**config.mk**
```make
export PLATFORM = sky130hd
export DESIGN_NAME = tank_hit_detect_flat
export DESIGN_NICKNAME = d
export VERILOG_FILES = /design/src/rtl/tank_hit_detect_pkg.sv /design/src/rtl/tank_hit_detect_if.sv /design/src/rtl/tank_hit_detect_aabb_overlap.sv /design/src/rtl/tank_hit_detect.sv /design/src/flat_wrapper.sv
export SDC_FILE = /design/constraint.sdc
export NUM_CORES = 1
export LEC_CHECK = 0
export ABC_CLOCK_PERIOD_IN_PS = 2600
export BUFFER_PORTS_ARGS = -buffer_cell sky130_fd_sc_hd__buf_2
export CAP_MARGIN = 20
export CORE_MARGIN = 2
export CORE_UTILIZATION = 50
export DETAILED_ROUTE_END_ITERATION = 16
export PLACE_DENSITY = 0.85
export SLEW_MARGIN = 10
export SYNTH_ARGS = -nofsm -noshare
export SYNTH_HDL_FRONTEND = slang
export SYNTH_HIERARCHICAL = 1
export SYNTH_SLANG_ARGS = --single-unit
```
**constraint.sdc**
```tcl
create_clock -name CLK -period 2.6 [get_ports CLK]
set_input_delay 0.52 -clock CLK [delete_from_list [all_inputs] [get_ports CLK]]
set_output_delay 0.52 -clock CLK [all_outputs]
set_load 0.02 [all_outputs]
```
**src/rtl/tank_hit_detect_pkg.sv**
```systemverilog
// Shared definitions for the tank collision checker: screen geometry,
// game_end encodings seen from the round controller, and the scan FSM states.
package tank_pkg;

  localparam int COORD_W     = 10;
  localparam int TANK_SIZE   = 16;
  localparam int BULLET_SIZE = 4;

  typedef enum logic [1:0] {
    IN_PLAY = 2'b00,
    T1WIN   = 2'b01,
    T2WIN   = 2'b10,
    START   = 2'b11
  } game_end_e;

  typedef enum logic [1:0] {
    S_IDLE  = 2'b00,
    S_ADDR  = 2'b01,
    S_CHECK = 2'b10,
    S_DONE  = 2'b11
  } hit_state_e;

endpackage

```
**src/rtl/tank_hit_detect_if.sv**
```systemverilog
// Bullet slot table link: the checker addresses a slot and gets its contents
// back one cycle later, and tells the bullet manager which slot to free.
interface bullet_tbl_if #(
  parameter int NUM_BULLETS = 8
);
  import tank_pkg::*;

  localparam int IDX_W = $clog2(NUM_BULLETS);

  logic [IDX_W-1:0]   bullet_idx;
  logic               bullet_valid;
  logic [COORD_W-1:0] bullet_x;
  logic [COORD_W-1:0] bullet_y;
  logic               bullet_owner;
  logic [2:0]         bullet_age;
  logic               bullet_kill;
  logic [IDX_W-1:0]   kill_idx;

  // Hit checker side: reads slots, issues kills.
  modport master (
    output bullet_idx, bullet_kill, kill_idx,
    input  bullet_valid, bullet_x, bullet_y, bullet_owner, bullet_age
  );

  // Bullet manager side: serves slots, consumes kills.
  modport slave (
    input  bullet_idx, bullet_kill, kill_idx,
    output bullet_valid, bullet_x, bullet_y, bullet_owner, bullet_age
  );

endinterface

```
**src/rtl/tank_hit_detect_aabb_overlap.sv**
```systemverilog
// Combinational axis-aligned box overlap test between box A (size A_SIZE)
// and box B (size B_SIZE), both given by their top-left corners.
module aabb_overlap #(
  parameter int W      = 10,
  parameter int A_SIZE = 16,
  parameter int B_SIZE = 4
) (
  input  logic [W-1:0] a_x_i,
  input  logic [W-1:0] a_y_i,
  input  logic [W-1:0] b_x_i,
  input  logic [W-1:0] b_y_i,
  output logic         hit_o
);

  // One extra bit so far edges near the bottom/right of the screen never wrap.
  typedef logic [W:0] ext_t;
  localparam ext_t A_EXT = ext_t'(A_SIZE);
  localparam ext_t B_EXT = ext_t'(B_SIZE);

  ext_t ax, ay, bx, by;

  // Strict inequalities: boxes that only share an edge do not overlap.
  always_comb begin
    ax    = {1'b0, a_x_i};
    ay    = {1'b0, a_y_i};
    bx    = {1'b0, b_x_i};
    by    = {1'b0, b_y_i};
    hit_o = (bx < ax + A_EXT) && (bx + B_EXT > ax) &&
            (by < ay + A_EXT) && (by + B_EXT > ay);
  end

endmodule

```
**src/rtl/tank_hit_detect.sv**
```systemverilog
// Per-frame collision checker. On frame_start it walks every bullet slot
// (address cycle, then check cycle), tests live bullets against both tanks,
// pulses a kill for each slot that scores, and latches tank1shot/tank2shot
// until the round controller reports the round is over.
module tank_hit_detect
  import tank_pkg::*;
#(
  parameter int NUM_BULLETS  = 8,
  parameter int GRACE_FRAMES = 4
) (
  input  logic               CLK,
  input  logic               RESET,
  input  logic               frame_start,
  input  logic [1:0]         game_end,
  input  logic [COORD_W-1:0] tank1_x,
  input  logic [COORD_W-1:0] tank1_y,
  input  logic [COORD_W-1:0] tank2_x,
  input  logic [COORD_W-1:0] tank2_y,
  bullet_tbl_if.master       bus,
  output logic               tank1shot,
  output logic               tank2shot,
  output logic               scan_busy
);

  localparam int IDX_W = $clog2(NUM_BULLETS);
  localparam logic [IDX_W-1:0] LAST_SLOT = IDX_W'(NUM_BULLETS - 1);

  hit_state_e       state_q, state_d;
  logic [IDX_W-1:0] slot_q, slot_d;
  logic             kill_q, kill_d;
  logic [IDX_W-1:0] kill_idx_q, kill_idx_d;
  logic             t1_q, t1_d, t2_q, t2_d;
  logic             ov1, ov2, in_grace, hit1, hit2, in_play;

  aabb_overlap #(.W(COORD_W), .A_SIZE(TANK_SIZE), .B_SIZE(BULLET_SIZE)) u_ov_tank1 (
    .a_x_i(tank1_x), .a_y_i(tank1_y), .b_x_i(bus.bullet_x), .b_y_i(bus.bullet_y), .hit_o(ov1)
  );

  aabb_overlap #(.W(COORD_W), .A_SIZE(TANK_SIZE), .B_SIZE(BULLET_SIZE)) u_ov_tank2 (
    .a_x_i(tank2_x), .a_y_i(tank2_y), .b_x_i(bus.bullet_x), .b_y_i(bus.bullet_y), .hit_o(ov2)
  );

  // Scan sequencing, hit qualification and flag next-state.
  always_comb begin
    // NOTE: every signal written here gets a default first, so no path can infer a latch.
    state_d    = state_q;
    slot_d     = slot_q;
    kill_d     = 1'b0;
    kill_idx_d = kill_idx_q;
    hit1       = 1'b0;
    hit2       = 1'b0;
    in_play    = (game_end == IN_PLAY);
    // A freshly fired bullet is still inside its owner's box; ignore that.
    in_grace   = int'(bus.bullet_age) < GRACE_FRAMES;

    case (state_q)
      S_IDLE: begin
        slot_d = '0;
        if (frame_start && in_play && !t1_q && !t2_q) state_d = S_ADDR;
      end
      S_ADDR: state_d = S_CHECK;
      S_CHECK: begin
        hit1 = bus.bullet_valid && ov1 && !(bus.bullet_owner == 1'b0 && in_grace);
        hit2 = bus.bullet_valid && ov2 && !(bus.bullet_owner == 1'b1 && in_grace);
        if (hit1 || hit2) begin
          kill_d     = 1'b1;
          kill_idx_d = slot_q;
        end
        slot_d  = slot_q + IDX_W'(1);
        state_d = (slot_q == LAST_SLOT) ? S_DONE : S_ADDR;
      end
      S_DONE:  state_d = S_IDLE;
      default: state_d = S_IDLE;
    endcase

    // A new hit sets the flag; otherwise it holds until the controller leaves play.
    t1_d = hit1 ? 1'b1 : (in_play ? t1_q : 1'b0);
    t2_d = hit2 ? 1'b1 : (in_play ? t2_q : 1'b0);
  end

  // State registers with synchronous reset; reset mid-scan drops any pending kill.
  always_ff @(posedge CLK) begin
    // NOTE: sequential state is updated with non-blocking assignments only.
    if (RESET) begin
      state_q    <= S_IDLE;
      slot_q     <= '0;
      kill_q     <= 1'b0;
      kill_idx_q <= '0;
      t1_q       <= 1'b0;
      t2_q       <= 1'b0;
    end else begin
      state_q    <= state_d;
      slot_q     <= slot_d;
      kill_q     <= kill_d;
      kill_idx_q <= kill_idx_d;
      t1_q       <= t1_d;
      t2_q       <= t2_d;
    end
  end

  assign bus.bullet_idx  = slot_q;
  assign bus.bullet_kill = kill_q;
  assign bus.kill_idx    = kill_idx_q;
  assign tank1shot       = t1_q;
  assign tank2shot       = t2_q;
  assign scan_busy       = (state_q != S_IDLE);

endmodule
```
**src/flat_wrapper.sv**
```systemverilog
// flat-port wrapper written by rule: the top's interface ports become plain ports
module tank_hit_detect_flat import tank_pkg::*;
#(
  parameter int NUM_BULLETS  = 8,
  parameter int GRACE_FRAMES = 4
)
  (CLK, RESET, frame_start, game_end, tank1_x, tank1_y, tank2_x, tank2_y, tank1shot, tank2shot, scan_busy, bus_bullet_idx, bus_bullet_kill, bus_kill_idx, bus_bullet_valid, bus_bullet_x, bus_bullet_y, bus_bullet_owner, bus_bullet_age);
  bullet_tbl_if #(.NUM_BULLETS(NUM_BULLETS)) bus_i ();
  input  logic CLK;
  input  logic RESET;
  input  logic frame_start;
  input  logic [1:0] game_end;
  input  logic [COORD_W-1:0] tank1_x;
  input  logic [COORD_W-1:0] tank1_y;
  input  logic [COORD_W-1:0] tank2_x;
  input  logic [COORD_W-1:0] tank2_y;
  output logic tank1shot;
  output logic tank2shot;
  output logic scan_busy;
  output wire logic [$bits(bus_i.bullet_idx)-1:0] bus_bullet_idx;
  output wire logic [$bits(bus_i.bullet_kill)-1:0] bus_bullet_kill;
  output wire logic [$bits(bus_i.kill_idx)-1:0] bus_kill_idx;
  input wire logic [$bits(bus_i.bullet_valid)-1:0] bus_bullet_valid;
  input wire logic [$bits(bus_i.bullet_x)-1:0] bus_bullet_x;
  input wire logic [$bits(bus_i.bullet_y)-1:0] bus_bullet_y;
  input wire logic [$bits(bus_i.bullet_owner)-1:0] bus_bullet_owner;
  input wire logic [$bits(bus_i.bullet_age)-1:0] bus_bullet_age;
  assign bus_bullet_idx = bus_i.bullet_idx;
  assign bus_bullet_kill = bus_i.bullet_kill;
  assign bus_kill_idx = bus_i.kill_idx;
  assign bus_i.bullet_valid = bus_bullet_valid;
  assign bus_i.bullet_x = bus_bullet_x;
  assign bus_i.bullet_y = bus_bullet_y;
  assign bus_i.bullet_owner = bus_bullet_owner;
  assign bus_i.bullet_age = bus_bullet_age;
  tank_hit_detect #(.NUM_BULLETS(NUM_BULLETS), .GRACE_FRAMES(GRACE_FRAMES)) u_core (.CLK(CLK), .RESET(RESET), .frame_start(frame_start), .game_end(game_end), .tank1_x(tank1_x), .tank1_y(tank1_y), .tank2_x(tank2_x), .tank2_y(tank2_y), .bus(bus_i), .tank1shot(tank1shot), .tank2shot(tank2shot), .scan_busy(scan_busy));
endmodule
```
==> impl_metrics.json, run 1 <==
{
  "grt_use_total_pct": 26.2,
  "drt-initial-drc-count": 104,
  "power_frac_comb_pct": 66.6,
  "numCtsBuffers": 3,
  "netlist-cell-type-count": 55,
  "power.share.sequential_pct": 17.1,
  "root_buffer": "clkbuf_8",
  "whs_ns": 0.479,
  "viasPerCell": 5.58,
  "synth_edf_count": 0,
  "yosysWarnings": 6,
  "finalWorstSetupSlack_ns": -0.172,
  "finalMaxSlewViolations": 0,
  "antenna_found_initial": 0,
  "peakVddDrop_v": 0.000326,
  "violations": "setup timing",
  "core_area_mm2": 0.00592,
  "setup_viol": 6,
  "fillers": 424,
  "ys_ff_latch": 11,
  "finalCritPeriodShare_pct": 107,
  "period_needed_ns": 2.77,
  "rsz0062_at_grt": "yes",
  "max_cap_violations": 0,
  "swShare_pct": 39.1,
  "worst_slew_pin_slew_ns": 0.332,
  "hpwlAfterDp_mm": 7.29,
  "netlist_area_mm2": 0.00306,
  "die_area_mm2": 0.00676,
  "hold_class": "flop to flop",
  "area_delta_synth_final_pct": 40.5,
  "intPower_w": 0.000614,
  "ys.flop_type": "dfxtp_1",
  "critPathLaunchType": "primary input",
  "cp.required_ns": 2.76,
  "grt_max_degree": 15,
  "synth-seq-area-share_pct": 7.20,
  "diodes": 0,
  "numPortBuffers": 77,
  "power.density_mw_per_mm2": 234,
  "ctsLongestPathBuffers": 2,
  "gp_congestion": 0.893,
  "synth_cells": 387,
  "start_util_pct": 51.7,
  "cts.clk_slew.worst_paths_ns": 0.05,
  "utilization_pct": 72.6,
  "routed_wirelength_mm": 8.92,
  "power.switching_w": 0.000393,
  "pin_count": 80,
  "slew_headroom_pct": 77.8,
  "grt_pass1_wl_mm": 14.3,
  "critPathMaxStageDelay_ns": 0.35,
  "worstPathMaxFanout": 5,
  "grt-ovfl-total": 0,
  "critPathArrivalTime_ns": 2.93,
  "drive_above_1_share_pct": 35.7,
  "critPathKind": "primary input to flop",
  "drc_errors": 0,
  "ant_nets": 0,
  "status": "finished with violations",
  "fin_nets": 683,
  "cp-end-kind": "flop",
  "num_vias": 3375,
  "drt-pass1-iter-count": 4,
  "fmax_ghz": 0.361,
  "numClockSinks": 11,
  "crit_chain": "buf_8, buf_6, buf_4, xor2_1, ha_1, nand4_1, a21oi_2, o311ai_2, a221o_1, a211oi_2, o2111ai_2, and2_4, o21ai_2",
  "wl_per_cell_um": 14.7,
  "die_y_um": 82.2,
  "insertion_delay_ns": 0.23,
  "synth.avg_cell_area_um2": 7.91,
  "async_flop_share_pct": 0,
  "cts_tree": "done",
  "finalPower_w": 0.00101,
  "die_w_um": 82.2,
  "hold_buffers": 0,
  "floorplan.rows": 28,
  "grt_pass1_vias": 3421,
  "dp.cells": 595,
  "crit_slowest_cell": "a221o_1",
  "final_hold_viol_count": 0,
  "layout.cells.non_filler": 605,
  "syn_nets": 539,
  "power.leakage_nw": 2.20,
  "htree_levels": 1,
  "power.share.clock_pct": 16.3,
  "finClkSkew_ns": 0.000794
}
[power by group through the flow]
stage,logic (W),clock network [W],registers (W)
6_report,0.000671,0.000164,0.000172
5_1_grt,0.000746,0.000176,0.000172
4_1_cts,0.000637,0.000168,0.000172
3_5_place_dp,0.000600,0,0.000176
3_3_place_gp,0.000566,0,0.000175
2_1_floorplan,0.000348,0,0.000175
[per-stage QoR]
stage,TNS [ns],worst slack (ns),area (µm²)
finish,-0.719,-0.172,4300
global route,-1.33,-0.270,4300
CTS,-0.551,-0.128,4210
detailed placement,-2.35,-0.454,3990
global placement,-2.06,-0.400,3990
floorplan,-0.0848,-0.0283,3090
[metal layers]
metal	part of all wire (%)	GRT usage (%)	up-vias
met5	0	0	-
met4	2.6	9.33	0
met3	3.9	2.50	26
met2	53	52.3	94
met1	41	28.0	1558
li1	-	-	1697
[state kept, by name (all words and copies together), names as in the netlist]
name	cells
u_core/bus.bullet_idx	3
u_core/bus.kill_idx	3
u_core/state_q	2
u_core/bus.bullet_kill	1
u_core/tank1shot	1
u_core/tank2shot	1
[layout make-up]
type / count / area [µm²] / area share (%)
Clock buffer: 4 / 45.0 / 1.05
Tap cell: 75 / 93.8 / 2.18
Timing Repair Buffer: 140 / 943 / 21.9
Multi-Input combinational cell: 323 / 2800 / 65.1
Inverter: 52 / 198 / 4.60
Sequential cell: 11 / 220 / 5.12
[synthesized netlist by cell type, types with 2 or more instances]
cell type / count / area share (%)
nor2_1: 16 / 2.0
or3_1: 3 / 0.61
inv_1: 50 / 6.1
nand3_2: 2 / 0.65
a211o_1: 2 / 0.57
nand2b_1: 3 / 0.61
a21oi_1: 19 / 3.1
a21o_1: 11 / 2.7
xnor2_1: 32 / 9.2
a211oi_1: 9 / 2.2
o21bai_1: 3 / 0.74
xor2_1: 8 / 2.3
ha_1: 82 / 34
nor2b_1: 6 / 1.2
o21ai_2: 4 / 1.1
dfxtp_1: 11 / 7.2
o21a_1: 4 / 0.98
nand3_1: 31 / 5.1
and3_1: 7 / 1.4
o21ai_0: 9 / 1.5
nand4_1: 11 / 2.2
and4_4: 2 / 0.74
o2111ai_2: 2 / 0.98
and4_1: 2 / 0.57
nand4b_1: 3 / 0.86
a22oi_1: 3 / 0.74
nor3_1: 7 / 1.1
o211ai_1: 3 / 0.74
nor2b_4: 2 / 0.90
nand2_1: 14 / 1.7
clkinv_1: 2 / 0.25
[final timing paths]
kind | start | end | slack (ns) | depth (start not counted)
worst max-delay path | bus_bullet_x[4] | u_core/bus.kill_idx[1]$_SDFFE_PP0P_ | -0.17 | 13
worst min-delay path | u_core/tank1shot$_SDFFE_PP0P_ | u_core/tank1shot$_SDFFE_PP0P_ | 0.48 | 2
worst max register to register | u_core/state_q[0]$_SDFFE_PP0P_ | u_core/bus.kill_idx[1]$_SDFFE_PP0P_ | 1.34 | 4
worst min register to register | u_core/tank1shot$_SDFFE_PP0P_ | u_core/tank1shot$_SDFFE_PP0P_ | 0.48 | 2
[cell usage in the layout, fill, tap and decap left out, types with 4 or more instances in the layout]
cell type,n
ha_1,78
buf_2,67
buf_4,60
inv_1,50
xnor2_1,31
nand3_1,27
nand2_1,14
a21oi_1,14
nor2_1,12
dfxtp_1,11
nand4_1,11
a21o_1,11
a211oi_1,9
buf_6,8
xor2_1,8
nor3_1,7
o21ai_0,7
nor2b_1,6
o21ai_2,5
a21oi_2,5
nand3_2,5
and3_4,5
buf_8,4
o21a_1,4
[critical path, delay by kind of cell]
family	cells	cell delay [ns]
AND/OR/NAND/NOR	2	0.41
adder cells (fa/ha/maj)	1	0.32
buffers and inverters	3	0.35
XOR/XNOR	1	0.15
AO/OA/AOI/OAI	6	1.18
[cell families (layout without fill, tap and decap cells)]
group | Yosys count | count (layout) | share of synthesized area, %
AND/OR/NAND/NOR | 119 | 119 | 22.4
adder cells (fa/ha/maj) | 82 | 82 | 33.5
AO/OA/AOI/OAI | 81 | 81 | 18.6
buffers and inverters | 53 | 196 | 6.50
XOR/XNOR | 40 | 40 | 11.4
flip-flops | 11 | 11 | 7.20
multiplexers | 1 | 1 | 0.327
[timing repair]
item,CTS,global route
buffers inserted,5,0
gates cloned,1,0
setup endpoints to repair,6,6
pin swaps,23,17
resized for setup,31,25
No activity file was read; power rests on OpenSTA's default activity.
==> inputs of run 2 (changes only) <==
- ABC_CLOCK_PERIOD_IN_PS: 2600 -> 2250
- clock period: 2.6 -> 2.25 ns (I/O delays scaled with it)
==> run 2 against run 1 <==
  * The flow still finishes with violations (setup timing)
  * Worst hold slack better by 0.023 ns
  * Clock skew is 0.0011 ns higher
  * Power is 23% higher
  * Count of clock-buffer cells in the layout stayed put
  * Sequential power is 16% higher
  * Wire length is 16% higher
  * Final cell count is 2.8% higher
  * Via count is 7.8% higher
  * Largest power group unchanged
  * First-iteration DRC count is 36% higher
  * Setup slack worse by 0.25 ns
==> impl_metrics.json, run 2 (synthesis gave the netlist of run 1 again) <==
{
  "start_util_pct": 51.7,
  "numClockSinks": 11,
  "grt_use_total_pct": 30.0,
  "hold_path_depth": 2,
  "critPathTopFamily": "compound AO/OA/AOI/OAI gates",
  "power.density_mw_per_mm2": 274,
  "cp.required_ns": 2.37,
  "pin_count": 80,
  "status": "finished with violations",
  "reg2reg_from": "u_core/state_q[0]$_SDFFE_PP0P_",
  "die_y_um": 82.2,
  "startpoint": "bus_bullet_y[3]",
  "num_vias": 3638,
  "cts_tree": "done",
  "ctsLongestPathBuffers": 2,
  "hold_class": "flop to flop",
  "period_needed_ns": 2.67,
  "cp-end-kind": "flop",
  "worst_r2r_endpoint": "u_core/bus.kill_idx[1]$_SDFFE_PP0P_",
  "crit_slowest_cell": "a211oi_1",
  "fin_nets": 700,
  "final_hold_viol_count": 0,
  "holdCritStartpoint": "u_core/tank1shot$_SDFFE_PP0P_",
  "utilization_pct": 76.6,
  "ant_nets": 0,
  "die_area_mm2": 0.00676,
  "die_w_um": 82.2,
  "core_area_mm2": 0.00592,
  "grt_pass1_vias": 3759,
  "max_cap_violations": 0,
  "fmax_ghz": 0.375,
  "hold_end": "u_core/tank1shot$_SDFFE_PP0P_",
  "drt-pass1-iter-count": 5,
  "insertion_delay_ns": 0.23,
  "root_buffer": "clkbuf_8",
  "finalPower_w": 0.00124,
  "numPortBuffers": 77,
  "hold_buffers": 0,
  "worst_slew_pin_slew_ns": 0.392,
  "critPathLaunchType": "primary input",
  "grt_pass1_wl_mm": 16.0,
  "drt-initial-drc-count": 141,
  "slew_headroom_pct": 73.7,
  "wl_per_cell_um": 16.6,
  "viasPerCell": 5.85,
  "post-place-ws_ns": -0.709,
  "cts.clk_slew.worst_paths_ns": 0.04,
  "floorplan.rows": 28,
  "layout_commonest_cell": "buf_4",
  "r2r_setup_slack_ns": 0.99,
  "htree_levels": 1,
  "violations": "setup timing",
  "rsz0062_at_grt": "yes",
  "finalCritPeriodShare_pct": 119,
  "critPathMaxStageDelay_ns": 0.40,
  "critPathKind": "primary input to flop",
  "power.leakage_nw": 2.30,
  "numCtsBuffers": 3,
  "area_delta_synth_final_pct": 48.2,
  "final_cell_mix": "buf_4, ha_1, buf_2",
  "critPathArrivalTime_ns": 2.79,
  "drc_errors": 0,
  "worstPathMaxFanout": 6,
  "drive_above_1_share_pct": 39.1,
  "whs_ns": 0.502,
  "path_buf_inv": 1,
  "grt-ovfl-total": 0,
  "finClkSkew_ns": 0.00188,
  "crit_chain": "buf_6, ha_4, xor2_1, ha_1, a211oi_1, a2bb2oi_1, nand3_1, a21boi_2, nor4_2, o2111ai_2, and2_4, o21ai_2",
  "gp_congestion": 0.958,
  "r2r_cells": 4,
  "grt_max_degree": 15,
  "routed_wirelength_mm": 10.3,
  "diodes": 0,
  "finalMaxSlewViolations": 0,
  "hpwlAfterDp_mm": 7.39,
  "finalWorstSetupSlack_ns": -0.418,
  "peakVddDrop_v": 0.000213,
  "antenna_found_initial": 0,
  "setup_viol": 6
}
==> run 2: changes by cell type in the layout (fill, tap and decap cells not counted), sizes merged <==
cell	before	now
buf	139	157
inv	51	50
clkinv	1	2
clkbuf	5	4
==> run 2: worst min-delay path, delay by kind of cell (launching register included) <==
kind             cells  cell delay, ns
flip-flops           1            0.31
AO/OA/AOI/OAI        1            0.06
AND/OR/NAND/NOR      1            0.08
==> run 2: power breakdown <==
group | switching (W) | total, W | internal, W
sequential | 0.00000222 | 0.000199 | 0.000197
clock | 0.0000672 | 0.000191 | 0.000124
combinational | 0.000425 | 0.000850 | 0.000426
==> run 2: area by class of cell <==
cell class / count / area (µm²)
flip-flops and latches: 11 / 220
clock buffers: 4 / 45.0
inverters: 52 / 200
well taps: 75 / 93.8
multi-input cells: 323 / 2890
fillers: 386 / 1390
repair buffers: 157 / 1080
==> run 2: stage by stage <==
step | cells | setup TNS [ns] | instance area (µm²)
6_report | 622 | -2.25 | 4530
5_1_grt | 622 | -2.92 | 4530
4_1_cts | 621 | -1.58 | 4470
3_5_place_dp | 603 | -3.82 | 4050
3_3_place_gp | 603 | -3.11 | 4050
2_1_floorplan | 387 | -1.46 | 3090
==> run 2: how the worst max path moves through the flow <==
stage,to,slack [ns],depth (start not counted)
CTS,u_core/bus.kill_idx[1]$_SDFFE_PP0P_,-0.30,14
finish,u_core/bus.kill_idx[1]$_SDFFE_PP0P_,-0.42,12
global placement,u_core/bus.kill_idx[1]$_SDFFE_PP0P_,-0.57,13
detailed placement,u_core/bus.kill_idx[2]$_SDFFE_PP0P_,-0.71,13
floorplan,u_core/bus.kill_idx[0]$_SDFFE_PP0P_,-0.31,13
global route,u_core/bus.kill_idx[1]$_SDFFE_PP0P_,-0.53,14
==> run 2: per-layer routing <==
| layer | track usage (%) | part of all wire [%] | vias to the layer above |
|---|---|---|---|
| li1 | - | - | 1736 |
| met1 | 30.0 | 37 | 1696 |
| met2 | 58.0 | 52 | 147 |
| met3 | 3.70 | 5.1 | 59 |
| met4 | 18.2 | 5.9 | 0 |
| met5 | 0 | 0 | - |
==> run 2: timing repair <==
item	CTS	global route
buffers inserted	14	1
cloned	0	0
pin swaps	22	12
gates resized for setup	61	8
setup endpoints to repair	6	6
==> inputs of run 3 (changes only) <==
- ABC_AREA: not set -> 1
- CORE_UTILIZATION: 50 -> 51
- PLACE_DENSITY: 0.85 -> 0.86
==> run 3 against run 2 <==
  * The run still ends with setup timing left
  * Sequential share of layout area down 0.38 points
  * Clock skew up 0.00096 ns
  * First-iteration DRC count up 71%
  * Non-clock buffer count down 6
  * Critical path depth up 8
  * Wire length up 6.3%
  * Cell area up 8.6%
  * Critical path type unchanged
==> impl_metrics.json, run 3 <==
{
  "core_area_mm2": 0.00635,
  "num_vias": 4129,
  "async_flop_share_pct": 0,
  "utilization_pct": 77.6,
  "final_cell_mix": "nand2_1, inv_1, buf_4",
  "period_needed_ns": 2.52,
  "synth_cells": 535,
  "gp_congestion": 0.866,
  "reg2reg_from": "u_core/state_q[1]$_SDFFE_PP0P_",
  "finClkSkew_ns": 0.00284,
  "start_util_pct": 52.6,
  "r2r_cells": 6,
  "finalPower_w": 0.00132,
  "drt-initial-drc-count": 241,
  "numPortBuffers": 77,
  "dp.cells": 756,
  "die_y_um": 85.0,
  "met1_length_mm": 4.05,
  "drive_above_1_share_pct": 32.6,
  "worstPathMaxFanout": 7,
  "die_area_mm2": 0.00722,
  "slew_headroom_pct": 78.1,
  "power.leakage_nw": 2.75,
  "numClockSinks": 11,
  "drc_errors": 0,
  "drt-pass1-iter-count": 5,
  "status": "finished with violations",
  "root_buffer": "clkbuf_8",
  "wl_per_cell_um": 14.3,
  "fmax_ghz": 0.396,
  "insertion_delay_ns": 0.24,
  "ys.flop_type": "dfxtp_1",
  "peakVddDrop_v": 0.000242,
  "whs_ns": 0.466,
  "yosysTopAreaCellShare_pct": 30.7,
  "layout_commonest_cell": "nand2_1",
  "highest-signal-layer": "met4",
  "yosys.area.top_type": "ha_1",
  "grt_pass1_wl_mm": 18.1,
  "hold_end": "u_core/bus.kill_idx[0]$_SDFFE_PP0P_",
  "ctsLongestPathBuffers": 2,
  "setup_viol": 6,
  "cts.clk_slew.worst_paths_ns": 0.05,
  "netlist_area_mm2": 0.00334,
  "grt_use_total_pct": 29.9,
  "violations": "setup timing",
  "diodes": 0,
  "route.met3.wl_um": 696,
  "r2r_setup_slack_ns": 1.07,
  "critPathKind": "primary input to flop",
  "synth.area.top_cells": "ha_1, nand2_1, inv_1",
  "hpwlAfterDp_mm": 7.87,
  "post-place-ws_ns": -0.555,
  "cts_tree": "done",
  "cp-end-kind": "flop",
  "die_w_um": 85.0,
  "worst_slew_pin_slew_ns": 0.328,
  "finalWorstSetupSlack_ns": -0.274,
  "wl_met2_mm": 5.80,
  "antenna_found_initial": 0,
  "ys_ff_latch": 11,
  "synth.avg_cell_area_um2": 6.25,
  "synthTopCellsByCount": "nand2_1, inv_1, ha_1, nor2_1, nand3_1",
  "routed_wirelength_mm": 11.0,
  "htree_levels": 1,
  "floorplan.rows": 29,
  "max_cap_violations": 0,
  "fillers": 400,
  "finalCritPeriodShare_pct": 112,
  "pin_count": 80,
  "worst_r2r_endpoint": "u_core/bus.kill_idx[2]$_SDFFE_PP0P_",
  "synth-seq-area-share_pct": 6.59,
  "grt-ovfl-total": 0,
  "critPathArrivalTime_ns": 2.66,
  "hold_buffers": 0,
  "grt_pass1_vias": 4326,
  "hold_class": "flop to flop",
  "netlist-cell-type-count": 27,
  "grt_max_degree": 9,
  "finalMaxSlewViolations": 0,
  "critPathLaunchType": "primary input",
  "viasPerCell": 5.38,
  "area_delta_synth_final_pct": 47.4,
  "hold_path_depth": 2,
  "yosysWarnings": 6,
  "holdCritStartpoint": "u_core/bus.kill_idx[0]$_SDFFE_PP0P_",
  "fin_nets": 843,
  "synth_edf_count": 0,
  "rsz0062_at_grt": "yes",
  "numCtsBuffers": 3,
  "ant_nets": 0,
  "syn_nets": 687,
  "layout.cells.non_filler": 767,
  "cp.required_ns": 2.38,
  "yosysMostFrequentCell": "nand2_1",
  "final_hold_viol_count": 0,
  "power.density_mw_per_mm2": 268
}
## run 3: logic make-up (layout without fill, tap and decap cells)
group / Yosys count / in the layout / share of synthesized area, %
compound gates: 53 / 53 / 8.99
xor+xnor: 40 / 40 / 10.5
fa+ha+maj: 82 / 82 / 30.7
buf+inv: 106 / 261 / 11.9
flops: 11 / 11 / 6.59
simple gates: 243 / 243 / 31.3
## run 3: critical path, cell delays in order
cell,delay [ns]
buf_8,0.11
buf_4,0.11
nand3_2,0.10
nor2_4,0.15
nand4_1,0.10
xnor2_1,0.15
ha_1,0.33
inv_1,0.07
nor2_2,0.15
nor3_2,0.07
nand2_1,0.07
nand3_1,0.08
nor2_2,0.17
nand2_1,0.08
inv_2,0.09
nand2_2,0.08
nand2_4,0.10
nand3_2,0.06
nand2_1,0.08
nor2_1,0.05
## run 3: metal layers
layer  global-route usage [%]  vias to the layer above
li1                         -                     2017
met1                     30.3                     1872
met2                     60.0                      184
met3                     5.16                       56
met4                     10.7                        0
met5                        0                        -
## run 3: stage by stage
step	TNS [ns]	area (µm²)
floorplan	-0.167	3410
global placement	-2.19	4400
detailed placement	-2.86	4400
CTS	-0.160	4830
global route	-1.66	4920
finish	-1.04	4920
## run 3: power breakdown
| group | total [W] | leakage, nW | internal [W] | switching, W |
|---|---|---|---|---|
| Combinational | 0.000913 | 2.64 | 0.000419 | 0.000494 |
| Sequential | 0.000203 | 0.0889 | 0.000199 | 0.00000384 |
| Clock | 0.000202 | 0.0228 | 0.000125 | 0.0000778 |
| Total | 0.00132 | 2.75 | 0.000742 | 0.000576 |
## run 3: final cells by class
type                       count  area (µm²)  share of cell area [%]
multi-input combinational    418        3130                    63.6
sequential                    11         220                    4.47
timing repair buffer         151        1030                    20.9
tap                           77        96.3                    1.96
inverter                     106         398                    8.08
clock buffer                   4        45.0                   0.915
## run 3: repair_timing
item                       in CTS  in global routing
resized for setup              78                 15
setup buffers                   5                  2
pin swaps                      51                 17
setup endpoints to repair       6                  6
## run 3: worst max path at each step
stage                         start                                  end  slack, ns  cells past startpoint
floorplan           bus_bullet_y[3]  u_core/bus.kill_idx[0]$_SDFFE_PP0P_      -0.06                     21
global placement    bus_bullet_y[2]  u_core/bus.kill_idx[0]$_SDFFE_PP0P_      -0.42                     23
detailed placement  bus_bullet_y[2]  u_core/bus.kill_idx[0]$_SDFFE_PP0P_      -0.56                     21
CTS                 bus_bullet_y[3]  u_core/bus.kill_idx[1]$_SDFFE_PP0P_      -0.06                     21
global route        bus_bullet_x[2]  u_core/bus.kill_idx[1]$_SDFFE_PP0P_      -0.36                     20
finish              bus_bullet_x[2]  u_core/bus.kill_idx[2]$_SDFFE_PP0P_      -0.27                     20
